### config.mk
export PLATFORM = sky130hd
export DESIGN_NAME = hazard_forward_unit
export DESIGN_NICKNAME = d
export VERILOG_FILES = /design/src/rtl/defines.sv /design/src/rtl/fwd_select.sv /design/src/rtl/hazard_forward_unit.sv
export SDC_FILE = /design/constraint.sdc
export NUM_CORES = 1
export LEC_CHECK = 0
export CAP_MARGIN = 10
export CORE_MARGIN = 10
export CORE_UTILIZATION = 40
export CTS_CLUSTER_SIZE = 12
export DETAILED_ROUTE_END_ITERATION = 6
export GPL_ROUTABILITY_DRIVEN = 0
export GPL_TIMING_DRIVEN = 0
export PLACE_DENSITY = 0.66
export SYNTH_ARGS = -nofsm -noshare
export SYNTH_HDL_FRONTEND = slang
export SYNTH_SLANG_ARGS = --single-unit
### constraint.sdc
create_clock -name clk -period 5.3 [get_ports clk]
set_clock_uncertainty 0.15 [all_clocks]
set_input_delay 0.53 -clock clk [delete_from_list [all_inputs] [get_ports clk]]
set_output_delay 0.53 -clock clk [all_outputs]
set_load 0.005 [all_outputs]
### src/rtl/defines.sv
// Shared types for the hazard/forwarding unit: forward-select encoding,
// the shadow pipeline slot record and the slot match helper.
package defines;

    // Width of the rd field carried in a shadow slot. Register indices
    // narrower than this are zero-extended on entry to a slot.
    localparam int SLOT_RD_WIDTH = 8;

    typedef logic [SLOT_RD_WIDTH-1:0] slot_rd_t;

    // Operand source selection for the instruction in EX.
    typedef enum logic [1:0] {
        FW_NONE = 2'b00,
        FW_MEM  = 2'b01,
        FW_WB   = 2'b10
    } fw_sel_e;

    // One shadow pipeline slot: what the instruction in that stage writes.
    typedef struct packed {
        logic     valid;
        slot_rd_t rd;
        logic     reg_write;
        logic     mem_read;
    } pipe_slot_t;

    localparam pipe_slot_t EMPTY_SLOT = '0;

    // A source depends on a slot only when the source is actually read,
    // is not x0, and the slot holds a live instruction writing that register.
    function automatic logic slot_match(input pipe_slot_t slot,
                                        input slot_rd_t   src,
                                        input logic       used);
        return used && (src != '0) && slot.valid && slot.reg_write
               && (slot.rd == src);
    endfunction

endpackage

### src/rtl/fwd_select.sv
// Per-source forwarding priority comparator: the younger producer (EX slot)
// beats the older one (MEM slot).
module fwd_select
    import defines::*;
#(
    parameter int REG_ADDR_WIDTH = 5
) (
    input  logic [REG_ADDR_WIDTH-1:0] src_addr,
    input  logic                      src_used,
    input  pipe_slot_t                ex_slot,
    input  pipe_slot_t                mem_slot,
    output fw_sel_e                   fw_sel,
    output logic                      ex_hit
);

    slot_rd_t src_ext;
    logic     mem_hit;

    assign src_ext = slot_rd_t'(src_addr);

    // Match against both producers and pick the youngest one.
    always_comb begin
        ex_hit  = slot_match(ex_slot, src_ext, src_used);
        mem_hit = slot_match(mem_slot, src_ext, src_used);
        fw_sel  = FW_NONE;
        if (ex_hit) begin
            fw_sel = FW_MEM;
        end else if (mem_hit) begin
            fw_sel = FW_WB;
        end
    end

endmodule

### src/rtl/hazard_forward_unit.sv
// Hazard detection and forwarding control for a 5-stage pipeline. Tracks
// shadow EX/MEM/WB slots, registers the forward selects for the instruction
// entering EX, and produces stall/flush/bubble controls.
module hazard_forward_unit
    import defines::*;
#(
    parameter int REG_ADDR_WIDTH = 5,
    parameter int PERF_WIDTH     = 32
) (
    input  logic                      clk,
    input  logic                      rst_n,
    input  logic [REG_ADDR_WIDTH-1:0] ID_rs1_addr_i,
    input  logic [REG_ADDR_WIDTH-1:0] ID_rs2_addr_i,
    input  logic                      ID_use_rs1_i,
    input  logic                      ID_use_rs2_i,
    input  logic [REG_ADDR_WIDTH-1:0] ID_rd_addr_i,
    input  logic                      ID_RegWrite_i,
    input  logic                      ID_MemRead_i,
    input  logic                      EX_branch_taken_i,
    input  logic                      MEM_stall_i,
    output logic                      PC_write_o,
    output logic                      IF_ID_write_o,
    output logic                      IF_ID_flush_o,
    output logic                      ID_EX_bubble_o,
    output fw_sel_e                   EX_forwardA_o,
    output fw_sel_e                   EX_forwardB_o,
    output logic [PERF_WIDTH-1:0]     stall_count_o
);

    pipe_slot_t            ex_slot;
    pipe_slot_t            mem_slot;
    pipe_slot_t            wb_slot;
    pipe_slot_t            id_slot;
    fw_sel_e               sel_a;
    fw_sel_e               sel_b;
    fw_sel_e               fw_a_q;
    fw_sel_e               fw_b_q;
    logic                  ex_hit_a;
    logic                  ex_hit_b;
    logic                  load_use;
    logic                  load_use_stall;
    logic                  insert_bubble;
    logic [PERF_WIDTH-1:0] stall_count_q;

    fwd_select #(.REG_ADDR_WIDTH(REG_ADDR_WIDTH)) u_fwd_a (
        .src_addr (ID_rs1_addr_i),
        .src_used (ID_use_rs1_i),
        .ex_slot  (ex_slot),
        .mem_slot (mem_slot),
        .fw_sel   (sel_a),
        .ex_hit   (ex_hit_a)
    );

    fwd_select #(.REG_ADDR_WIDTH(REG_ADDR_WIDTH)) u_fwd_b (
        .src_addr (ID_rs2_addr_i),
        .src_used (ID_use_rs2_i),
        .ex_slot  (ex_slot),
        .mem_slot (mem_slot),
        .fw_sel   (sel_b),
        .ex_hit   (ex_hit_b)
    );

    // Describe the ID instruction as the slot it will occupy once in EX.
    always_comb begin
        id_slot           = EMPTY_SLOT;
        id_slot.valid     = 1'b1;
        id_slot.rd        = slot_rd_t'(ID_rd_addr_i);
        id_slot.reg_write = ID_RegWrite_i;
        id_slot.mem_read  = ID_MemRead_i;
    end

    // Hazard classification and pipeline controls; a memory stall outranks
    // a taken branch, which outranks a load-use stall.
    always_comb begin
        load_use       = ex_slot.mem_read && (ex_hit_a || ex_hit_b);
        load_use_stall = 1'b0;
        insert_bubble  = 1'b0;
        PC_write_o     = 1'b1;
        IF_ID_write_o  = 1'b1;
        IF_ID_flush_o  = 1'b0;
        ID_EX_bubble_o = 1'b0;
        if (!rst_n) begin
            load_use = 1'b0;
        end else if (MEM_stall_i) begin
            PC_write_o    = 1'b0;
            IF_ID_write_o = 1'b0;
        end else if (EX_branch_taken_i) begin
            IF_ID_flush_o  = 1'b1;
            ID_EX_bubble_o = 1'b1;
            insert_bubble  = 1'b1;
        end else if (load_use) begin
            PC_write_o     = 1'b0;
            IF_ID_write_o  = 1'b0;
            ID_EX_bubble_o = 1'b1;
            insert_bubble  = 1'b1;
            load_use_stall = 1'b1;
        end
    end

    // Shadow slots advance each cycle, freeze on a memory stall, and take
    // a bubble in EX on a flush or load-use stall.
    always_ff @(posedge clk or negedge rst_n) begin
        if (!rst_n) begin
            ex_slot  <= EMPTY_SLOT;
            mem_slot <= EMPTY_SLOT;
            wb_slot  <= EMPTY_SLOT;
        end else if (MEM_stall_i) begin
            ex_slot  <= ex_slot;
            mem_slot <= mem_slot;
            wb_slot  <= wb_slot;
        end else begin
            ex_slot  <= insert_bubble ? EMPTY_SLOT : id_slot;
            mem_slot <= ex_slot;
            wb_slot  <= mem_slot;
        end
    end

    // Forward selects follow the ID instruction into EX; bubbles get none.
    always_ff @(posedge clk or negedge rst_n) begin
        if (!rst_n) begin
            fw_a_q <= FW_NONE;
            fw_b_q <= FW_NONE;
        end else if (!MEM_stall_i) begin
            fw_a_q <= insert_bubble ? FW_NONE : sel_a;
            fw_b_q <= insert_bubble ? FW_NONE : sel_b;
        end
    end

    // Count cycles lost to load-use stalls; wraps naturally.
    always_ff @(posedge clk or negedge rst_n) begin
        if (!rst_n) begin
            stall_count_q <= '0;
        end else if (load_use_stall) begin
            stall_count_q <= stall_count_q + PERF_WIDTH'(1);
        end
    end

    assign EX_forwardA_o = fw_a_q;
    assign EX_forwardB_o = fw_b_q;
    assign stall_count_o = stall_count_q;

endmodule

[Yosys cells after proc, flatten, opt, wreduce, memory -nomap -nowiden]
Cells that the tools add are included.
Word-level totals
  flip-flop bits (word level): 57
  input bits: 23
  output and inout port bits: 40
Cells by class
  reductions and logical operators: 18
  eq/ne operators: 4
  muxes and demuxes: 21
  add/subtract/negate cells: 1
Operators with widths (count)
  $add A32 B1 Y32 const B: 1
  $eq A8 B5 Y1: 4
  $reduce_bool A8 Y1: 2
  $logic_and A1 B1 Y1: 15
  $mux W1: 14
  $mux W2: 6
  $mux W11: 1
  $logic_or A1 B1 Y1: 1

[Depth between registers and ports, before layout]
  depth after elaboration: 12
  mapped depth: 7

[Hierarchy]
A second synthesis with hierarchy kept.
Unflattened totals
  cells, all modules: 264
  area, all modules: 2761.4 µm²
By module, submodules not included
  hazard_forward_unit: sequential area each 1301.2 µm², area an instance 2406.1 µm², times used 1, cells each 220
  fwd_select: sequential area each 0.0 µm², area an instance 177.7 µm², times used 2, cells each 22

[Worst setup path before layout]
Ideal clock, no wire load.
  kind: input -> output
  from: in ID_rs1_addr_i[1]
  to: out PC_write_o
  stages on the path: 7
  data required time: 4.620 ns
  arrival: 1.978 ns
  path buffers: 2
  path slack: 2.642 ns
  cell sequence: or4_1 > o21ai_2 > or4_4 > buf_6 > a21oi_1 > o21ai_0 > buf_4
On the way
  cells in the longest elaborated chain, start to end: 11
Ends and longest elaborated chain
  start: declaration: RTL line hazard_forward_unit.sv:12  | input logic [REG_ADDR_WIDTH-1:0] ID_rs1_addr_i,
  $reduce_bool A8 Y1: RTL line defines.sv:33  | return used && (src != '0) && slot.valid && slot.reg_write
  $logic_and A1 B1 Y1 (3 in a row): RTL line defines.sv:33
  $logic_and A1 B1 Y1 (*): RTL line defines.sv:34  | && (slot.rd == src);
  $logic_or A1 B1 Y1 (*): RTL line hazard_forward_unit.sv:75  | load_use = ex_slot.mem_read && (ex_hit_a || ex_hit_b);
  $logic_and A1 B1 Y1 (*): RTL line hazard_forward_unit.sv:75
  $mux W1 (*) (4 in a row)
  end: declaration: RTL line hazard_forward_unit.sv:21  | output logic PC_write_o,
Every way passes the cells marked *; elsewhere a longest branch is shown, timed or not.

[Worst setup path after layout]
  from: in ID_rs1_addr_i[1]
  to: out PC_write_o
On the way
  cells in the longest elaborated chain, start to end: 11
Ends and longest elaborated chain
  $reduce_bool A8 Y1: RTL line defines.sv:33
  $logic_and A1 B1 Y1 (3 in a row): RTL line defines.sv:33
  $logic_and A1 B1 Y1 (*): RTL line defines.sv:34
  $logic_or A1 B1 Y1 (*): RTL line hazard_forward_unit.sv:75
  $logic_and A1 B1 Y1 (*): RTL line hazard_forward_unit.sv:75
  $mux W1 (*): RTL line hazard_forward_unit.sv:91  | end else if (load_use) begin
  $mux W1 (*): RTL line hazard_forward_unit.sv:87  | end else if (EX_branch_taken_i) begin
  $mux W1 (*): RTL line hazard_forward_unit.sv:84  | end else if (MEM_stall_i) begin
  $mux W1 (*): RTL line hazard_forward_unit.sv:82  | if (!rst_n) begin
Marks and branches as above.

==> impl_metrics.toml <==
[finish]
multi_input_area_sq_um = 1476
final_common_cell = "clkdlybuf4s50_1"
stdcell_area_sq_um = 3706
num-fill-cells = 626
fin_nets = 350
layout_common_cells = "clkdlybuf4s50_1, dfrtp_1, xnor2_1"
area_growth_syn_to_layout_pct = 31.00
drive_gt1_share_pct = 12.23
final-seq-area_sq_um = 1276
antenna_cells = 0

[floorplanning]
dieArea_sq_um = 10840
dieHeight_microns = 104.1
fp-row-count = 30
die_x_microns = 104.1
core_sq_um = 6832
top_level_ports = 63
start_util_pct = 41.41

[synthesis]
netlist_area_sq_um = 2829
synth_area_per_cell_sq_um = 11.05
synth-xor-area-share_pct = 15.79
synth_mux_area_share_pct = 6.369
synthCells = 256
synth_compound_area_share_pct = 13.09
synthArstFlopShare_pct = 100.0
synthFlopType = "dfrtp_1"
ys_ff_latch = 51
yosys.area_share.adder_pct = 0.4423
ys_types = 40
yosysSeqAreaShare_pct = 45.11
yosys_warnings = 0
syn_nets = 280
synth_edf_count = 0
synth_top_family_by_area = "simple AND/OR/NAND/NOR gates"
yosys.area_share.simple_pct = 16.50

[power_and_ir_drop]
seqPwrFrac_pct = 52.2
vdd_drop_max_uv = 127.8
power_frac_clock_pct = 35.7
pwr-share-comb_pct = 12.1
p_leak_nw = 1.431
internal_power_w = 0.0006129
power_density_nw_per_um2 = 218.1
swShare_pct = 24.18
p_switching_w = 0.0001955

[clock_tree]
postCtsSetupRepairBufs = 0
root_buffer = "clkbuf_8"
clk_path_buf_depth = 2
clk_pin_slew_ns = 0.10
cts_resized = 0
cts-htree-levels = 2
cts_tree = "done"
clk_latency_ns = 0.31
cts_buffers = 5
numClockSinks = 51
holdBufCountCts = 0

[global_route]
grt.total_usage_pct = 12.68
busiest_layer = "met2"
grt_pass1_wl_microns = 11700
grtUsageMet3_pct = 4.399
grt_pass1_vias = 2239
overflow = 0
grtUsageMet2_pct = 20.59
grt_max_degree = 33
antenna_found_initial = 0
met1_usage_pct = 15.95

[setup_path]
r2r_cells = 5
worstPathRequired_ns = 4.62
worst_setup_path_end_kind = "primary output"
setup.worst_path.class = "in -> out"
start_kind = "input pin"
crit_fanout = 10
crit_arrival_ns = 3.07

[timing]
slew_headroom_pct = 19.62
hold_viol = 0
worst_pin_slew_ns = 1.203
rsz0062_at_grt = "false"
fin_crit_sh_pct = 70.72
setup_viol = 0
period_needed_ns = 3.748
tns_ns = 0
maxSlewViolCount = 0
clock.fmax_mhz = 266.8

[flow_run]
cap_violations = 0

[route]
post_drt_wl_per_cell_microns = 16.29
vias_per_cell = 5.173
drc = 0
wirelength_microns = 6889
dr.pass1.iters = 4
detail-route-antenna-nets = 0
vias = 2188
drtIter0Drc = 79

[placement]
postPlaceCellArea_sq_um = 3585
portBuffers = 62
place_hpwl_microns = 5366

[outcome]
outcome = "finished, final reports clean"

[min_path]
hold_path.class = "in -> async"
-- critical path, cell delays in order --
cell             delay [ns]
clkdlybuf4s50_1        0.48
or4_1                  0.58
o21ai_2                0.18
or4_4                  0.16
buf_6                  0.16
a21oi_1                0.08
o21ai_0                0.24
buf_4                  0.16
clkdlybuf4s50_1        0.49
-- logic make-up after synthesis --
logic type / count (synthesis)
AOI/OAI and AO/OA: 38
xor gates and xnor gates: 51
buffers and inverters: 14
adders and majority gates: 1
muxes: 17
DFF: 51
and+or+nand+nor: 84
-- power groups by stage --
stage | logic, W | clock network, W | registers (W)
after floorplan | 0.0000563 | 0 | 0.000425
final | 0.0000976 | 0.000289 | 0.000422
after CTS | 0.0000994 | 0.000297 | 0.000423
after detailed placement | 0.0000990 | 0 | 0.000430
after global placement | 0.0000964 | 0 | 0.000430
after global routing | 0.000109 | 0.000310 | 0.000425
-- Yosys cell counts, types with 3 or more instances --
library cell	instances	area share [%]
dfrtp_1	51	45
xnor2_1	39	12
nand2_1	16	2.1
o2111ai_1	14	4.3
nand3_1	13	2.3
nor3_1	12	2.1
xor2_1	12	3.7
nor2_1	10	1.3
mux2i_1	9	3.2
mux2_2	8	3.2
o211ai_1	7	1.9
and3_1	6	1.3
clkbuf_1	5	0.66
or4_1	5	1.3
a2111oi_4	4	3.9
buf_2	4	0.71
nand4_1	4	0.88
a211oi_1	3	0.80
and2_1	3	0.66
nor4_2	3	1.3
o21ai_0	3	0.53
-- path summary, 6_finish.rpt --
check | end | from | slack (ns)
setup / recovery | PC_write_o | ID_rs1_addr_i[1] | 1.55
min in group clk | stall_count_o[31]$_DFFE_PN0P_ | stall_count_o[31]$_DFFE_PN0P_ | 0.34
max in group asynchronous | mem_slot[3]$_DFFE_PN0N_ | rst_n | 4.41
setup reg to reg | stall_count_o[17]$_DFFE_PN0P_ | ex_slot[0]$_DFFE_PN0N_ | 2.75
hold reg to reg | stall_count_o[31]$_DFFE_PN0P_ | stall_count_o[31]$_DFFE_PN0P_ | 0.34
hold / removal | stall_count_o[15]$_DFFE_PN0P_ | rst_n | 0.04
-- layer usage --
| layer | wire, microns | share of wire [%] | vias to the layer above |
|---|---|---|---|
| met5 | 0 | 0 | - |
| met1 | 3024 | 44 | 1040 |
| li1 | - | - | 1087 |
| met2 | 3346 | 49 | 54 |
| met4 | 53 | 0.77 | 0 |
| met3 | 465 | 6.7 | 7 |
-- state kept, by name, summed over array words and instances, names as in the netlist --
name / cells
EX_forwardB_o: 2
EX_forwardA_o: 2
ex_slot: 8
stall_count_o: 32
mem_slot: 7
-- final cells by class --
cell class	count	area share, %
Tap cell	96	3.241
Clock inverter	2	1.047
Multi-Input combinational cell	191	39.84
Inverter	1	0.1013
Sequential cell	51	34.44
Timing Repair Buffer	63	17.15
Buffer	13	1.958
Clock buffer	6	2.228
-- through the flow --
step | total power (W) | hold slack, ns | utilization [%] | setup WS [ns] | instances
floorplan | 0.0004810 | 0.08441 | - | 2.642 | 256
finish | 0.0008085 | 0.04234 | 54.25 | 1.552 | 423
global placement | 0.0005263 | 0.3270 | 52.25 | 0.2216 | 414
detailed placement | 0.0005293 | 0.3266 | 52.47 | 1.516 | 415
CTS | 0.0008192 | 0.05715 | 54.25 | 1.510 | 423
global route | 0.0008434 | 0.08643 | 54.25 | 1.390 | 423
Power figures use the tool's default switching activity.
